$ cat config.mk
export PLATFORM = sky130hd
export DESIGN_NAME = gpu_op_queue
export DESIGN_NICKNAME = d
export VERILOG_FILES = /design/src/rtl/gpu_op_queue_pkg.sv /design/src/rtl/gpu_op_queue_sdp_ram.sv /design/src/rtl/gpu_op_queue.sv
export SDC_FILE = /design/constraint.sdc
export NUM_CORES = 1
export LEC_CHECK = 0
export ABC_CLOCK_PERIOD_IN_PS = 4500
export CAP_MARGIN = 20
export CELL_PAD_IN_SITES_DETAIL_PLACEMENT = 1
export CELL_PAD_IN_SITES_GLOBAL_PLACEMENT = 2
export CORE_ASPECT_RATIO = 1.5
export CORE_MARGIN = 5
export CORE_UTILIZATION = 42
export DETAILED_ROUTE_END_ITERATION = 12
export PLACE_DENSITY_LB_ADDON = 0.1
export SLEW_MARGIN = 40
export SYNTH_ARGS = -nofsm -noshare
export SYNTH_HDL_FRONTEND = slang
export SYNTH_HIERARCHICAL = 1
export SYNTH_SLANG_ARGS = --single-unit
export TNS_END_PERCENT = 100
$ cat constraint.sdc
create_clock -name clk -period 4.5 [get_ports clk]
set_clock_uncertainty 0.2 [all_clocks]
set_input_delay 0.9 -clock clk [delete_from_list [all_inputs] [get_ports clk]]
set_output_delay 0.9 -clock clk [all_outputs]
set_load 0.05 [all_outputs]
$ cat src/rtl/gpu_op_queue_pkg.sv
// Shared types for the GPU command queue: draw operation, queued entry and pointer sizing.
package gpu_op_queue_pkg;

  typedef struct packed {
    logic [3:0] opcode;
    logic [9:0] x;
    logic [9:0] y;
    logic [7:0] color;
  } gpu_op_t;

  typedef struct packed {
    logic    last;
    gpu_op_t op;
  } gpu_queue_entry_t;

  // Pointer width for a RAM of depth-1 entries, never narrower than one bit.
  function automatic int unsigned ptr_width(input int unsigned depth);
    return (depth > 2) ? $clog2(depth - 1) : 1;
  endfunction

endpackage

$ cat src/rtl/gpu_op_queue_sdp_ram.sv
// Simple dual-port RAM with synchronous read; no reset on the array so it maps to block RAM.
module sdp_ram #(
  parameter int unsigned WIDTH = 8,
  parameter int unsigned DEPTH = 15,
  parameter int unsigned AW    = 4
) (
  input  logic             clk,
  input  logic             we,
  input  logic [AW-1:0]    waddr,
  input  logic [WIDTH-1:0] wdata,
  input  logic [AW-1:0]    raddr,
  output logic [WIDTH-1:0] rdata
);

  logic [WIDTH-1:0] mem [DEPTH];

  always_ff @(posedge clk) begin
    if (we) mem[waddr] <= wdata;
    rdata <= mem[raddr];
  end

endmodule

$ cat src/rtl/gpu_op_queue.sv
// Draw-operation queue in front of the GPU: RAM backing store plus a head register,
// valid/ready pop side, frame_done pulse on frame-end entries, sticky overflow.
module gpu_op_queue
  import gpu_op_queue_pkg::*;
#(
  parameter int unsigned DEPTH = 16
) (
  input  logic                   clk,
  input  logic                   rst,
  input  logic                   ce,
  input  logic                   flush,
  input  gpu_op_t                push_op,
  input  logic                   push_last,
  input  logic                   push_valid,
  output logic                   push_ready,
  output gpu_op_t                op,
  output logic                   op_valid,
  input  logic                   op_ready,
  output logic [$clog2(DEPTH):0] count,
  output logic                   frame_done,
  output logic                   overflow
);

  localparam int unsigned CW = $clog2(DEPTH) + 1;
  localparam int unsigned PW = ptr_width(DEPTH);
  localparam int unsigned EW = $bits(gpu_queue_entry_t);
  localparam logic [PW-1:0] LAST_PTR = PW'(DEPTH - 2);

  logic [PW-1:0]    rd_ptr_q, rd_ptr_d, wr_ptr_q, wr_ptr_d;
  logic [CW-1:0]    count_q, count_d;
  gpu_queue_entry_t head_q, head_d;
  logic             head_valid_q, head_valid_d;
  logic             frame_done_q, frame_done_d;
  logic             overflow_q, overflow_d;
  logic             fwd_q, fwd_d;
  gpu_queue_entry_t fwd_data_q, fwd_data_d;

  logic             full, push, pop, flush_now, ram_empty;
  logic             head_take, load_ram, load_byp, wr_en, ram_we;
  logic [EW-1:0]    ram_rdata;
  gpu_queue_entry_t ram_out, push_entry;

  function automatic logic [PW-1:0] inc_ptr(input logic [PW-1:0] p);
    return (p == LAST_PTR) ? '0 : p + 1'b1;
  endfunction

  assign full       = (count_q == CW'(DEPTH));
  assign push_entry = '{last: push_last, op: push_op};
  // A write landing on the slot being read this edge is not visible in the RAM output yet.
  assign ram_out    = fwd_q ? fwd_data_q : gpu_queue_entry_t'(ram_rdata);

  always_comb begin
    rd_ptr_d     = rd_ptr_q;
    wr_ptr_d     = wr_ptr_q;
    count_d      = count_q;
    head_d       = head_q;
    head_valid_d = head_valid_q;
    frame_done_d = frame_done_q;
    overflow_d   = overflow_q;
    fwd_data_d   = fwd_data_q;

    flush_now = ce && flush;
    push      = ce && push_valid && !full;
    pop       = ce && head_valid_q && op_ready;
    ram_empty = (count_q == CW'(head_valid_q));
    head_take = ce && (!head_valid_q || pop);
    load_ram  = head_take && !ram_empty;
    load_byp  = head_take && ram_empty && push;
    wr_en     = push && !load_byp;

    if (load_ram) begin
      head_d       = ram_out;
      head_valid_d = 1'b1;
      rd_ptr_d     = inc_ptr(rd_ptr_q);
    end else if (load_byp) begin
      head_d       = push_entry;
      head_valid_d = 1'b1;
    end else if (pop) begin
      head_valid_d = 1'b0;
    end

    if (wr_en) begin
      wr_ptr_d   = inc_ptr(wr_ptr_q);
      fwd_data_d = push_entry;
    end

    count_d = count_q + CW'(push) - CW'(pop);

    if (ce) begin
      frame_done_d = pop && head_q.last;
      if (push_valid && full) overflow_d = 1'b1;
    end

    if (flush_now) begin
      rd_ptr_d     = '0;
      wr_ptr_d     = '0;
      count_d      = '0;
      head_valid_d = 1'b0;
      frame_done_d = 1'b0;
      overflow_d   = 1'b0;
    end

    ram_we = wr_en && !flush_now;
    fwd_d  = ram_we && (wr_ptr_q == rd_ptr_d);
  end

  always_ff @(posedge clk or negedge rst) begin
    if (!rst) begin
      rd_ptr_q     <= '0;
      wr_ptr_q     <= '0;
      count_q      <= '0;
      head_q       <= '0;
      head_valid_q <= 1'b0;
      frame_done_q <= 1'b0;
      overflow_q   <= 1'b0;
      fwd_q        <= 1'b0;
      fwd_data_q   <= '0;
    end else begin
      rd_ptr_q     <= rd_ptr_d;
      wr_ptr_q     <= wr_ptr_d;
      count_q      <= count_d;
      head_q       <= head_d;
      head_valid_q <= head_valid_d;
      frame_done_q <= frame_done_d;
      overflow_q   <= overflow_d;
      fwd_q        <= fwd_d;
      fwd_data_q   <= fwd_data_d;
    end
  end

  sdp_ram #(
    .WIDTH (EW),
    .DEPTH (DEPTH - 1),
    .AW    (PW)
  ) u_ram (
    .clk   (clk),
    .we    (ram_we),
    .waddr (wr_ptr_q),
    .wdata (push_entry),
    .raddr (rd_ptr_d),
    .rdata (ram_rdata)
  );

  assign push_ready = !full;
  assign op         = head_q.op;
  assign op_valid   = head_valid_q;
  assign count      = count_q;
  assign frame_done = frame_done_q;
  assign overflow   = overflow_q;

endmodule

# Word-level counts from Yosys, hierarchy flattened
# Memories as Yosys holds them, arrays and structs flattened. A register that Yosys moved wholly into a read port is not among the register bits.
# Cells that the tools add are included.
dict set report word_totals {
  mem_bits_rw 495
  memories 1
  ff_bits 83
  romBits 0
  output_inout_bits 41
  latchBits 0
  elab_cells 74
}
dict set report classes {
  n_bitwise 0
  mul 0
  n_div 0
  n_eq_ne 5
  magnitude_cmp 0
  n_reduce_logical 26
  n_addsub 4
  muxes 21
  shifts 0
}
# memory depth width rd rd_ports_with_merged_regs wr line_no
set mem_list {}
lappend mem_list {u_ram.mem 15 33 1 1 1 gpu_op_queue_sdp_ram.sv:15} ;# logic [WIDTH-1:0] mem [DEPTH];
# cell n
set op_table {}
lappend op_table {{33-bit two-way mux} 3}
lappend op_table {{4-bit two-way mux} 6}
lappend op_table {{1-bit logical AND} 14}
lappend op_table {{1-bit two-way mux} 11}
lappend op_table {{4-bit by 1-bit adder with 4-bit output (second input constant)} 2}
lappend op_table {{4-bit == test (second input constant)} 2}
lappend op_table {{2-bit nonzero test} 4}
lappend op_table {{5-bit by 1-bit adder with 5-bit output} 1}
lappend op_table {{5-bit by 1-bit == test with 1-bit output} 1}
lappend op_table {{5-bit == test (second input constant)} 1}
lappend op_table {{1-bit logical NOT} 5}
lappend op_table {{5-bit two-way mux} 1}
lappend op_table {{5-bit by 1-bit subtractor with 5-bit output} 1}
lappend op_table {{4-bit == test} 1}
lappend op_table {{4-bit nonzero test} 1}
lappend op_table {{2-bit AND reduction} 1}
lappend op_table {{1-bit logical OR} 1}

# Logic depth before layout (Yosys ltp)
dict set report logic_depth {
  ltp_word 11
  depth_mapped 17
}

# Hierarchy
# Netlist, hierarchy kept.
# mod cells_per_inst area_per_inst_um2 n_inst
set modules_own_cells {}
lappend modules_own_cells {sdp_ram 932 19657.6 1}
lappend modules_own_cells {gpu_op_queue 438 4393.0 1}

# Worst setup path before layout
# No wires, ideal clock.
dict set report synth_path {
  kind {reg-to-reg}
  start {reg count_q[2] (netlist: count[2])}
  end {mem u_ram/mem[0][0] (netlist name), enable pin}
  stages_incl_launch_ff 11
  slack_ps -975
  t_arrival_ps 4811
  period_less_slack_ps 5475
  path_cell_list {dfrtp_1 inv_1 ha_1 nand2b_1 or3b_1 buf_2 o2111ai_2 buf_6 nor2_4 or3b_2 nor3_1}
}
dict set report synth_via {
  elab_chain_cells 9
  elab_cells_between_ends 11
}
# element line_no
set synth_lines {}
lappend synth_lines {{start: declaration} gpu_op_queue.sv:30} ;# logic [CW-1:0] count_q, count_d;
lappend synth_lines {{start signal: assignment} gpu_op_queue.sv:121} ;# count_q <= count_d;
lappend synth_lines {{5-bit == test *} gpu_op_queue.sv:47} ;# assign full = (count_q == CW'(DEPTH));
lappend synth_lines {{1-bit logical NOT *} -}
lappend synth_lines {{net push_ready} gpu_op_queue.sv:15} ;# output logic push_ready,
lappend synth_lines {{1-bit logical AND *} gpu_op_queue.sv:63} ;# push = ce && push_valid && !full;
lappend synth_lines {{1-bit logical AND} gpu_op_queue.sv:68} ;# load_byp = head_take && ram_empty && push;
lappend synth_lines {{1-bit logical NOT} gpu_op_queue.sv:69} ;# wr_en = push && !load_byp;
lappend synth_lines {{1-bit logical AND *} gpu_op_queue.sv:69}
lappend synth_lines {{1-bit logical AND *} gpu_op_queue.sv:103} ;# ram_we = wr_en && !flush_now;
lappend synth_lines {{net ram_we} gpu_op_queue.sv:39} ;# logic head_take, load_ram, load_byp, wr_en, ram_we;
lappend synth_lines {{1-bit two-way mux *} gpu_op_queue_sdp_ram.sv:18} ;# if (we) mem[waddr] <= wdata;
lappend synth_lines {{1-bit two-way mux (not written as such) *} gpu_op_queue_sdp_ram.sv:18}
lappend synth_lines {{end: declaration} gpu_op_queue_sdp_ram.sv:15}
# Mark *: on every way through the listed nets, which the timed path passes. The rest lies on a longest branch.

# Worst setup path after layout
dict set report layout_path {
  start {reg count_q[2] (netlist: count[2])}
  end {out push_ready}
}
dict set report layout_via {
  elab_chain_cells 2
}
# element line_no
set layout_lines {}
lappend layout_lines {{5-bit == test} gpu_op_queue.sv:47}
lappend layout_lines {{1-bit logical NOT} gpu_op_queue.sv:144} ;# assign push_ready = !full;
lappend layout_lines {{end: declaration} gpu_op_queue.sv:15}
# Every way passes these cells.

==> reports/qor.yml <==
yosysTopAreaCell: "edfxtp_1"
p_per_area_nw_per_um2: 568.6
ant_nets: 0
status: "complete, no violations"
peakVddDrop_v: 0.0003143
synth_flop_cell: "edfxtp_1"
grt_start_max_net_pins: 80
crit_type: "flip-flop to primary output"
grt_pass1_wl_um: 90050
detailed_place_hpwl_um: 35040
die-height_um: 303.1
synthDistinctLibCells: 53
hold_buffers: 0
syn_avg_cell_area_um2: 17.56
synthArstFlopShare_pct: 13.58
setup_viol: 0
fp.coreArea_um2: 56760
globalplace.congestion: 0.7153
startpoint: "count[2]$_DFF_PN0_"
finalNonFillerCells: 2281
worst_pin_slew_ns: 0.7821
fillers: 5340
place_inst: 2168
yosysWarnings: 6
synth_top_area_share_pct: 61.80
antenna_found_initial: 2
initial_utilization_pct: 42.37
rsz0062_at_grt: "false"
die_w_um: 205.4
wire_per_inst_um: 26.30
synth_edf_count: 495
postCtsSetupBuffers: 0
clk_pin_slew_ns: 0.06
first_global_vias: 13660
multiInputGateArea_um2: 5901
route.detailed.drc: 0
cts_sinks: 611
drtIter0Drc: 727
crit_arrival_ns: 2.66
row_count: 107
cp_slowest_cell: "clkdlybuf4s50_1"
die_area_um2: 62250
maxCapViolations: 0
fmax_mhz: 266.0
h-tree-depth: 2
syn_area_um2: 24050
design_area_um2: 27900
cts_made_buffers: 59
regArea_um2: 17600
r2r_start: "count[2]$_DFF_PN0_"
p_leak_nw: 9.304
yosysSeqAreaShare_pct: 73.19
crit_chain: "inv_1 > ha_1 > nand2b_1 > or3b_1 > clkdlybuf4s50_1"
post-route-util_pct: 49.14
cts.path.max_buffers: 3
synth_cells: 1370
cts_tree: "built"
rr_worst_depth: 11
start_kind: "flip-flop"
drive_gt1_share_pct: 17.47
rrSetupSlack_ns: 1.06
cp_max_fo: 5
crit_path_end: "push_ready"
drt_pass1_iterations: 5
period_share_pct: 83.55
grt_overflow_total: 0
finalMaxSlewViolations: 0
root_buffer: "clkbuf_16"
dpl-instance-area_um2: 26070
worstReg2RegEnd: "u_ram/rdata[13]$_DFF_P_"
hold_slack_ns: 0.1145
vias: 12590
hold_violations: 0
final_net_count: 1514
clk-insertion-delay-late_ns: 0.62
yosys-top-cells-area: "edfxtp_1, dfrtp_1, mux4_2"
endpoint_kind: "primary output"
period_minus_slack_ns: 3.760
relSlewSlack_pct: 47.86
cts_resized: 0
wl_um: 59980
layout_commonest_cell: "edfxtp_1"
hold_class: "input pin to async pin"
numPortBuffers: 79
cpPeakStageDelay_ns: 0.75
syn_to_final_growth_pct: 15.99
grt_usage_pct: 19.62
synth_nets: 1418
viasPerCell: 5.521
crit_required_ns: 3.40
ys_ff_latch: 611
final_cell_mix: "edfxtp_1, nand2_1, dfrtp_1, clkdlybuf4s50_1, clkbuf_16"
io_pins: 80
synth_stat cells (26+ instances only):
| library cell | count |
|---|---|
| a211oi_1 | 33 |
| mux2_2 | 31 |
| a22oi_1 | 34 |
| dfxtp_1 | 33 |
| clkbuf_1 | 26 |
| buf_2 | 31 |
| nand2_1 | 98 |
| nor2b_1 | 49 |
| mux4_2 | 59 |
| nor2_1 | 48 |
| mux4_1 | 28 |
| mux2i_1 | 46 |
| a31oi_1 | 48 |
| buf_4 | 38 |
| a21oi_1 | 30 |
| dfrtp_1 | 83 |
| edfxtp_1 | 495 |
routing by layer:
metal  wire length, um  part of all wire (%)  up-vias  GRT usage [%]
met5                 7                 0.012        -              0
met4              1236                   2.1        2          4.644
met3              1962                   3.3       80          2.491
met2             31640                    53      228          35.50
met1             25140                    42     6721          25.23
li1                  -                     -     5562              -
kinds of logic (layout without fill, tap and decap cells):
family | after synthesis | in the layout | share of synthesized area, %
AOI/OAI and AO/OA | 213 | 213 | 6.071
buffers and inverters | 122 | 269 | 3.080
DFF | 611 | 611 | 73.19
other | 0 | 1 | 0
adders and majority gates | 9 | 9 | 0.4994
and+or+nand+nor | 240 | 240 | 4.760
xor gates and xnor gates | 9 | 9 | 0.3590
muxes | 166 | 166 | 12.04
state kept, by name, summed over array words and instances (netlist names):
register / cells
op_valid: 1
head_q: 1
fwd_data_q: 33
count: 5
wr_ptr_q: 4
frame_done: 1
u_ram/rdata: 33
u_ram/mem: 495
overflow: 1
rd_ptr_q: 4
op: 32
fwd_q: 1
where the power goes:
group          internal, W  switching, W  total (W)
combinational      0.00175       0.00241    0.00415
clock              0.00262       0.00209    0.00471
sequential         0.00666      0.000332    0.00700
area by class of cell:
cell class | count | area share (%)
flip-flops and latches | 611 | 63.10
multi-input cells | 637 | 21.15
clock buffers | 78 | 5.625
repair buffers | 144 | 5.620
well taps | 763 | 3.422
clock inverters | 34 | 0.8926
inverters | 13 | 0.1749
diodes | 1 | 0.008971
worst max-delay path, delay by kind of cell, from the launching register on:
kind                       cells  cell delay (ns)
buffers and inverters          2             0.85
and+or+nand+nor                2             0.66
DFF                            1             0.40
adders and majority gates      1             0.15
per-stage QoR:
| step | power (W) | TNS, ns | worst slack (ns) |
|---|---|---|---|
| finish | 0.01586 | 0 | 0.7402 |
| global route | 0.01664 | 0 | 0.6224 |
| CTS | 0.01612 | 0 | 0.6749 |
| detailed placement | 0.01134 | 0 | 0.3759 |
| global placement | 0.01128 | 0 | 0.3921 |
| floorplan | 0.01014 | -7.590 | -0.07667 |
how the worst min path moves through the flow:
stage | startpoint | end | depth (start not counted)
3_3_place_gp | fwd_data_q[2]$_DFFE_PN0P_ | fwd_data_q[2]$_DFFE_PN0P_ | 1
3_5_place_dp | frame_done$_DFFE_PN0P_ | frame_done$_DFFE_PN0P_ | 1
6_report | rst | count[4]$_DFF_PN0_ | 1
4_1_cts | rst | fwd_data_q[30]$_DFFE_PN0P_ | 1
5_1_grt | rst | overflow$_DFFE_PN0P_ | 1
2_1_floorplan | fwd_data_q[2]$_DFFE_PN0P_ | fwd_data_q[2]$_DFFE_PN0P_ | 1
No activity file was read; power rests on OpenSTA's default activity.
